$ cat config.mk
export PLATFORM = sky130hd
export DESIGN_NAME = interp_pass_sequencer
export DESIGN_NICKNAME = d
export VERILOG_FILES = /design/src/rtl/interp_seq_pkg.sv /design/src/rtl/interp_addr_gen.sv /design/src/rtl/interp_pass_sequencer.sv
export SDC_FILE = /design/constraint.sdc
export NUM_CORES = 1
export LEC_CHECK = 0
export BUFFER_PORTS_ARGS = -buffer_cell sky130_fd_sc_hd__buf_2
export CAP_MARGIN = 40
export CORE_AREA = 2 2 93 95
export CTS_CLUSTER_SIZE = 12
export DETAILED_ROUTE_END_ITERATION = 7
export DIE_AREA = 0 0 95 97
export GPL_TIMING_DRIVEN = 0
export PLACE_DENSITY = 0.69
export SLEW_MARGIN = 20
export SYNTH_ARGS = -nofsm -noshare
export SYNTH_HDL_FRONTEND = slang
export SYNTH_SLANG_ARGS = --single-unit
export TNS_END_PERCENT = 30
$ cat constraint.sdc
create_clock -name clock -period 2.1 [get_ports clock]
set_input_delay 0.315 -clock clock [delete_from_list [all_inputs] [get_ports clock]]
set_output_delay 0.315 -clock clock [all_outputs]
set_load 0.005 [all_outputs]
$ cat src/rtl/interp_seq_pkg.sv
// Shared types and constants for the interpolation pass sequencer.
// Holds the scan-mode and sequencer-state enums, the interpolator geometry
// constants and the two result-slicing helpers (raw and saturating).
package interp_seq_pkg;

    typedef enum logic {
        MODE_ROW = 1'b0,
        MODE_COL = 1'b1
    } mode_t;

    // The ST_ prefix keeps these literals from being hidden by the
    // sequencer's PREFILL/DRAIN parameters.
    typedef enum logic [2:0] {
        ST_IDLE,
        ST_PREFILL,
        ST_STREAM,
        ST_DRAIN,
        ST_DONE
    } state_t;

    localparam int TAP_COUNT      = 8;
    localparam int CAPTURE_OFFSET = 5;
    localparam int SLICE_LSB      = 6;
    localparam int SLICE_MSB      = 37;

    // Drop the six fractional bits and keep 32 bits of integer result.
    function automatic logic [31:0] rawSlice(input logic [39:0] value);
        return value[SLICE_MSB:SLICE_LSB];
    endfunction

    // Clamp the signed 40-bit value >> 6 into the 0..255 pixel range.
    function automatic logic [31:0] satSlice(input logic [39:0] value);
        if (value[39]) begin
            return 32'd0;
        end else if (|value[38:14]) begin
            return 32'd255;
        end else begin
            return {24'd0, value[13:6]};
        end
    endfunction

endpackage

$ cat src/rtl/interp_addr_gen.sv
// Maps (mode, line, pos) to a plane address.
// Row mode walks along a row (line is the row index); column mode walks
// down a column (line is the column index).
module interp_addr_gen
    import interp_seq_pkg::*;
#(
    parameter int DIM    = 16,
    parameter int ADDR_W = 8,
    parameter int LINE_W = ADDR_W / 2
) (
    input  mode_t             mode,
    input  logic [LINE_W-1:0] line,
    input  logic [LINE_W-1:0] pos,
    output logic [ADDR_W-1:0] addr
);

    // A square power-of-two plane makes the mapping a plain bit concatenation.
    always_comb begin
        if (mode == MODE_COL) begin
            addr = {pos, line};
        end else begin
            addr = {line, pos};
        end
    end

endmodule

$ cat src/rtl/interp_pass_sequencer.sv
// Sequences one row-wise or column-wise pass of the 8-tap interpolator over
// a DIM x DIM plane. For each line it issues source reads with edge
// replication (PREFILL copies of the first pixel, the line, then copies of
// the last pixel), then captures the a/b/c results into three destination
// planes.
// Optional macro INTERP_SEQ_SATURATE_EN: clamp results to 0..255 instead of
// passing the raw 32-bit slice through.
module interp_pass_sequencer
    import interp_seq_pkg::*;
#(
    parameter int DIM     = 16,
    parameter int ADDR_W  = 8,
    parameter int RD_LAT  = 1,
    parameter int PREFILL = TAP_COUNT,
    parameter int DRAIN   = 5
) (
    input  logic              clock,
    input  logic              reset,
    input  logic              start,
    input  logic              mode,
    output logic              busy,
    output logic              done,
    output logic              pix_rd_en,
    output logic [ADDR_W-1:0] pix_rd_addr,
    input  logic [39:0]       a_value,
    input  logic [39:0]       b_value,
    input  logic [39:0]       c_value,
    output logic              wr_en,
    output logic [ADDR_W-1:0] wr_addr,
    output logic [31:0]       wr_a,
    output logic [31:0]       wr_b,
    output logic [31:0]       wr_c
);

    localparam int LINE_W   = ADDR_W / 2;
    localparam int SLOTS    = PREFILL + DIM + DRAIN + RD_LAT;
    localparam int SLOT_W   = $clog2(SLOTS);
    localparam int WR_FIRST = PREFILL + CAPTURE_OFFSET + RD_LAT;

    localparam logic [SLOT_W-1:0] LAST_SLOT    = SLOT_W'(SLOTS - 1);
    localparam logic [SLOT_W-1:0] STREAM_FIRST = SLOT_W'(PREFILL);
    localparam logic [SLOT_W-1:0] DRAIN_FIRST  = SLOT_W'(PREFILL + DIM);
    localparam logic [SLOT_W-1:0] WR_LO        = SLOT_W'(WR_FIRST);
    localparam logic [SLOT_W-1:0] WR_HI        = SLOT_W'(WR_FIRST + DIM - 1);
    localparam logic [LINE_W-1:0] LAST_LINE    = LINE_W'(DIM - 1);

    state_t              state, nextState;
    mode_t               modeReg, nextMode;
    logic [LINE_W-1:0]   line, nextLine;
    logic [SLOT_W-1:0]   slot, nextSlot;
    logic                nextActive;
    logic                nextWrEn;
    logic [LINE_W-1:0]   rdPos, wrPos;
    logic [ADDR_W-1:0]   rdAddrNext, wrAddrNext;
    logic                unusedBits;

    function automatic state_t phaseOf(input logic [SLOT_W-1:0] s);
        if (s < STREAM_FIRST) begin
            return ST_PREFILL;
        end else if (s < DRAIN_FIRST) begin
            return ST_STREAM;
        end else begin
            return ST_DRAIN;
        end
    endfunction

    // Next-state decode: walk the slots of a line, then the lines of the plane.
    always_comb begin
        nextState = state;
        nextSlot  = slot;
        nextLine  = line;
        nextMode  = modeReg;
        case (state)
            ST_IDLE: begin
                if (start) begin
                    nextState = ST_PREFILL;
                    nextSlot  = '0;
                    nextLine  = '0;
                    nextMode  = mode_t'(mode);
                end
            end
            ST_PREFILL, ST_STREAM, ST_DRAIN: begin
                if (slot == LAST_SLOT) begin
                    nextSlot = '0;
                    if (line == LAST_LINE) begin
                        nextState = ST_DONE;
                        nextLine  = '0;
                    end else begin
                        nextState = ST_PREFILL;
                        nextLine  = line + LINE_W'(1);
                    end
                end else begin
                    nextSlot  = slot + SLOT_W'(1);
                    nextState = phaseOf(slot + SLOT_W'(1));
                end
            end
            ST_DONE: begin
                nextState = ST_IDLE;
            end
            default: begin
                nextState = ST_IDLE;
            end
        endcase
    end

    // Position along the line for the upcoming read and write slots.
    always_comb begin
        nextActive = (nextState == ST_PREFILL) || (nextState == ST_STREAM) ||
                     (nextState == ST_DRAIN);
        nextWrEn   = nextActive && (nextSlot >= WR_LO) && (nextSlot <= WR_HI);
        rdPos      = '0;
        case (nextState)
            ST_STREAM: rdPos = LINE_W'(nextSlot - STREAM_FIRST);
            ST_DRAIN:  rdPos = LAST_LINE;
            default:   rdPos = '0;
        endcase
        wrPos = LINE_W'(nextSlot - WR_LO);
    end

    interp_addr_gen #(
        .DIM    (DIM),
        .ADDR_W (ADDR_W),
        .LINE_W (LINE_W)
    ) rdAddrGen (
        .mode (nextMode),
        .line (nextLine),
        .pos  (rdPos),
        .addr (rdAddrNext)
    );

    interp_addr_gen #(
        .DIM    (DIM),
        .ADDR_W (ADDR_W),
        .LINE_W (LINE_W)
    ) wrAddrGen (
        .mode (nextMode),
        .line (nextLine),
        .pos  (wrPos),
        .addr (wrAddrNext)
    );

    // Sequencer state and all registered outputs, loaded from the next-slot decode.
    always_ff @(posedge clock or posedge reset) begin
        if (reset) begin
            state       <= ST_IDLE;
            modeReg     <= MODE_ROW;
            line        <= '0;
            slot        <= '0;
            busy        <= 1'b0;
            done        <= 1'b0;
            pix_rd_en   <= 1'b0;
            pix_rd_addr <= '0;
            wr_en       <= 1'b0;
            wr_addr     <= '0;
        end else begin
            state       <= nextState;
            modeReg     <= nextMode;
            line        <= nextLine;
            slot        <= nextSlot;
            busy        <= nextActive;
            done        <= (nextState == ST_DONE);
            pix_rd_en   <= nextActive;
            pix_rd_addr <= nextActive ? rdAddrNext : '0;
            wr_en       <= nextWrEn;
            wr_addr     <= nextWrEn ? wrAddrNext : '0;
        end
    end

    // Result slicing straight from the interpolator, zeroed outside the capture window.
    always_comb begin
        wr_a = 32'd0;
        wr_b = 32'd0;
        wr_c = 32'd0;
        if (wr_en) begin
`ifdef INTERP_SEQ_SATURATE_EN
            wr_a = satSlice(a_value);
            wr_b = satSlice(b_value);
            wr_c = satSlice(c_value);
`else
            wr_a = rawSlice(a_value);
            wr_b = rawSlice(b_value);
            wr_c = rawSlice(c_value);
`endif
        end
    end

    // Fractional and guard bits never reach the destination planes.
    assign unusedBits = ^{a_value[39:38], a_value[5:0],
                          b_value[39:38], b_value[5:0],
                          c_value[39:38], c_value[5:0]};

endmodule

==> impl_metrics.env <==
export IMPL_synthTopCellsByArea="dfrtp_1, and2_1, ha_1"
export IMPL_final_setup_worst_slack_ns=-0.312
export IMPL_yosysWarnings=0
export IMPL_seq_area_sq_um=802
export IMPL_setup_worst_path_start_class="flip-flop"
export IMPL_synth_seq_cells=32
export IMPL_numCtsBuffers=5
export IMPL_dieArea_sq_um=9220
export IMPL_grt_ovfl_total=0
export IMPL_synth_largest_area_cell="dfrtp_1"
export IMPL_dp_slack_ns=-0.585
export IMPL_fmax_mhz=415
export IMPL_drive_above_1_share=0.560
export IMPL_start_util=0.281
export IMPL_synth_top_area_share=0.350
export IMPL_portBuffers=215
export IMPL_insertion_delay_ns=0.29
export IMPL_rsz0062_at_grt="yes"
export IMPL_setup_tns_ns=-3.88
export IMPL_first_global_vias=2895
export IMPL_fp_dieH_um=97
export IMPL_wirelength_mm=13.3
export IMPL_synth_main_ff_cell="dfrtp_1"
export IMPL_coreArea_sq_um=8130
export IMPL_min_period_over_period=1.15
export IMPL_vias_per_cell=4.88
export IMPL_avgSynthCellArea_sq_um=8.57
export IMPL_root_buffer="clkbuf_8"
export IMPL_drtPass1Iterations=5
export IMPL_yosys_area_share_simple=0.416
export IMPL_place_congestion=0.942
export IMPL_power_density_nw_per_um2=952
export IMPL_placed_area_sq_um=3520
export IMPL_synth_top_family_by_area="simple AND/OR/NAND/NOR gates"
export IMPL_critPathKind="reg -> reg"
export IMPL_synth_nets=397
export IMPL_io_pins=240
export IMPL_syn_cell_area_sq_um=2290
export IMPL_synthXorXnorAreaFrac=0.0153
export IMPL_irDropWorstVdd_mv=0.661
export IMPL_rows=33
export IMPL_insertedDiodeCount=0
export IMPL_yosysMostFrequentCell="and2_1"
export IMPL_nFillCells=825
export IMPL_grt_max_degree=33
export IMPL_drt_initial_drc_count=190
export IMPL_setup_viol=18
export IMPL_cp_required_ns=2.27
export IMPL_min_path_type="in -> async"
export IMPL_critical_path_arrival_ns=2.59
export IMPL_finalHoldViolCount=0
export IMPL_fin_hold_ws_ns=0.129
export IMPL_hpwl_mm=11.0
export IMPL_routedWlPerCell_um=21.8
export IMPL_cts_tree="done"
export IMPL_grt_pass1_wl_mm=18.5
export IMPL_outcome="complete, but fails checks"
export IMPL_ys_types=45
export IMPL_cts_sinks=32
export IMPL_synth_mux_area_frac=0.00438
export IMPL_drc=0
export IMPL_cp_max_fo=5
export IMPL_violations="negative setup slack"
export IMPL_drtAntennaViolNets=0
export IMPL_antenna_found_initial=0
export IMPL_synth_fa_ha_area_frac=0.0328
export IMPL_async_flop_share=1.00
export IMPL_leakagePower_nw=2.23
export IMPL_synthTopCellsByCount="and2_1, dfrtp_1, nand2_1, nor2_1, nor3_1"
export IMPL_synth_cells=267
export IMPL_synth_edf_count=0
export IMPL_postLayoutCellArea_sq_um=3860
export IMPL_via_count=2965
export IMPL_maxSlewViolCount=0
export IMPL_maxCapViolations=0
export IMPL_cp_end_kind="flip-flop"
export IMPL_cts_buffer_depth=2
export IMPL_area_growth_pct=68.7
export IMPL_synth_seq_area_share=0.350
export IMPL_multi_input_area_sq_um=1530
export IMPL_worstMarginPinSlew_ns=0.695
export IMPL_finalCriticalPeriod_ns=2.41
export IMPL_clk_pin_slew_ns=0.07
export IMPL_finClkSkew_ns=0.0104
export IMPL_finalPower_w=0.00367
export IMPL_max_slew_margin=0.536
export IMPL_grt_usage=0.280
export IMPL_htree_num_levels=2
export IMPL_final_nets=632
export IMPL_synth_compound_area_frac=0.133
export IMPL_die_x_um=95
==> placed cells by master (no fill, tap or decap), drive strengths merged, types with 2 or more instances in the layout <==
cell type / n
nand2: 15
or2: 2
nor3: 14
clkbuf: 17
xor2: 3
nor2: 13
a211oi: 3
a2111oi: 2
inv: 8
and2: 97
o21ai: 12
ha: 6
nor3b: 2
dfrtp: 32
and3: 5
a21oi: 14
nand3: 5
buf: 231
a31oi: 2
==> worst paths after layout <==
| kind | from | to | slack (ns) | cells past startpoint |
|---|---|---|---|---|
| min in group clock | mode | wr_addr[4] | 0.44 | 4 |
| worst max-delay path | slot[1] | wr_addr[3] | -0.31 | 11 |
| worst max register to register | slot[1] | wr_addr[3] | -0.31 | 11 |
| max in group asynchronous | reset | slot[0] | 1.48 | 2 |
| worst min-delay path | reset | wr_addr[6] | 0.13 | 2 |
| worst min register to register | line[3] | line[3] | 0.57 | 1 |
==> state kept, by name, indices dropped and copies added, names as in the netlist <==
register,cells
wr_en,1
pix_rd_addr,8
line,4
slot,5
modeReg,1
done,1
state,3
pix_rd_en,1
wr_addr,8
==> cell families (layout without fill, tap and decap cells) <==
| family | after synthesis | in the layout |
|---|---|---|
| buffers and inverters | 24 | 258 |
| flip-flops | 32 | 32 |
| adder cells (fa/ha/maj) | 6 | 6 |
| XOR/XNOR | 4 | 4 |
| AO/OA/AOI/OAI | 42 | 43 |
| AND/OR/NAND/NOR | 158 | 158 |
| multiplexers | 1 | 1 |
==> worst max-delay path: stages (launching register included) <==
cell      delay, ns
dfrtp_1        0.39
inv_2          0.08
ha_4           0.15
and4_4         0.25
nor4b_4        0.05
a221o_2        0.39
ha_4           0.18
a21boi_2       0.14
o211ai_1       0.16
buf_4          0.15
o21ai_4        0.09
a211oi_2       0.27
==> final cells by class <==
type / count / share of cell area
Multi-Input combinational cell: 212 / 0.398
Timing Repair Buffer: 227 / 0.307
Sequential cell: 32 / 0.208
Tap cell: 105 / 0.0341
Buffer: 16 / 0.0250
Clock buffer: 5 / 0.0178
Inverter: 8 / 0.00778
Clock inverter: 2 / 0.00324
==> where the power goes <==
| part | total (W) | internal, W | leakage [nW] | switching, W |
|---|---|---|---|---|
| clock | 0.000465 | 0.000224 | 0.0400 | 0.000241 |
| sequential | 0.000853 | 0.000735 | 0.430 | 0.000119 |
| combinational | 0.00235 | 0.000986 | 1.76 | 0.00137 |
| total | 0.00367 | 0.00195 | 2.23 | 0.00173 |
==> routing by layer <==
metal,share of wire,vias to the layer above,global-route usage
met5,0,-,0
met4,0.0054,0,0.0268
met3,0.14,9,0.109
met2,0.40,207,0.393
met1,0.46,1390,0.421
li1,-,1359,-
==> stage by stage <==
stage	instances	utilization
global route	607	0.474
floorplan	267	-
CTS	606	0.464
global placement	587	0.432
finish	607	0.474
detailed placement	587	0.432
==> timing repair <==
action / in CTS / in global routing
cloned: 1 / 0
endpoints found under the hold margin: 0 / 0
hold buffers: 0 / 0
pin swaps: 12 / 3
endpoints found under the setup margin: 23 / 24
setup buffers: 11 / 1
gates resized for setup: 23 / 11
(Power assumes the default switching activity.)
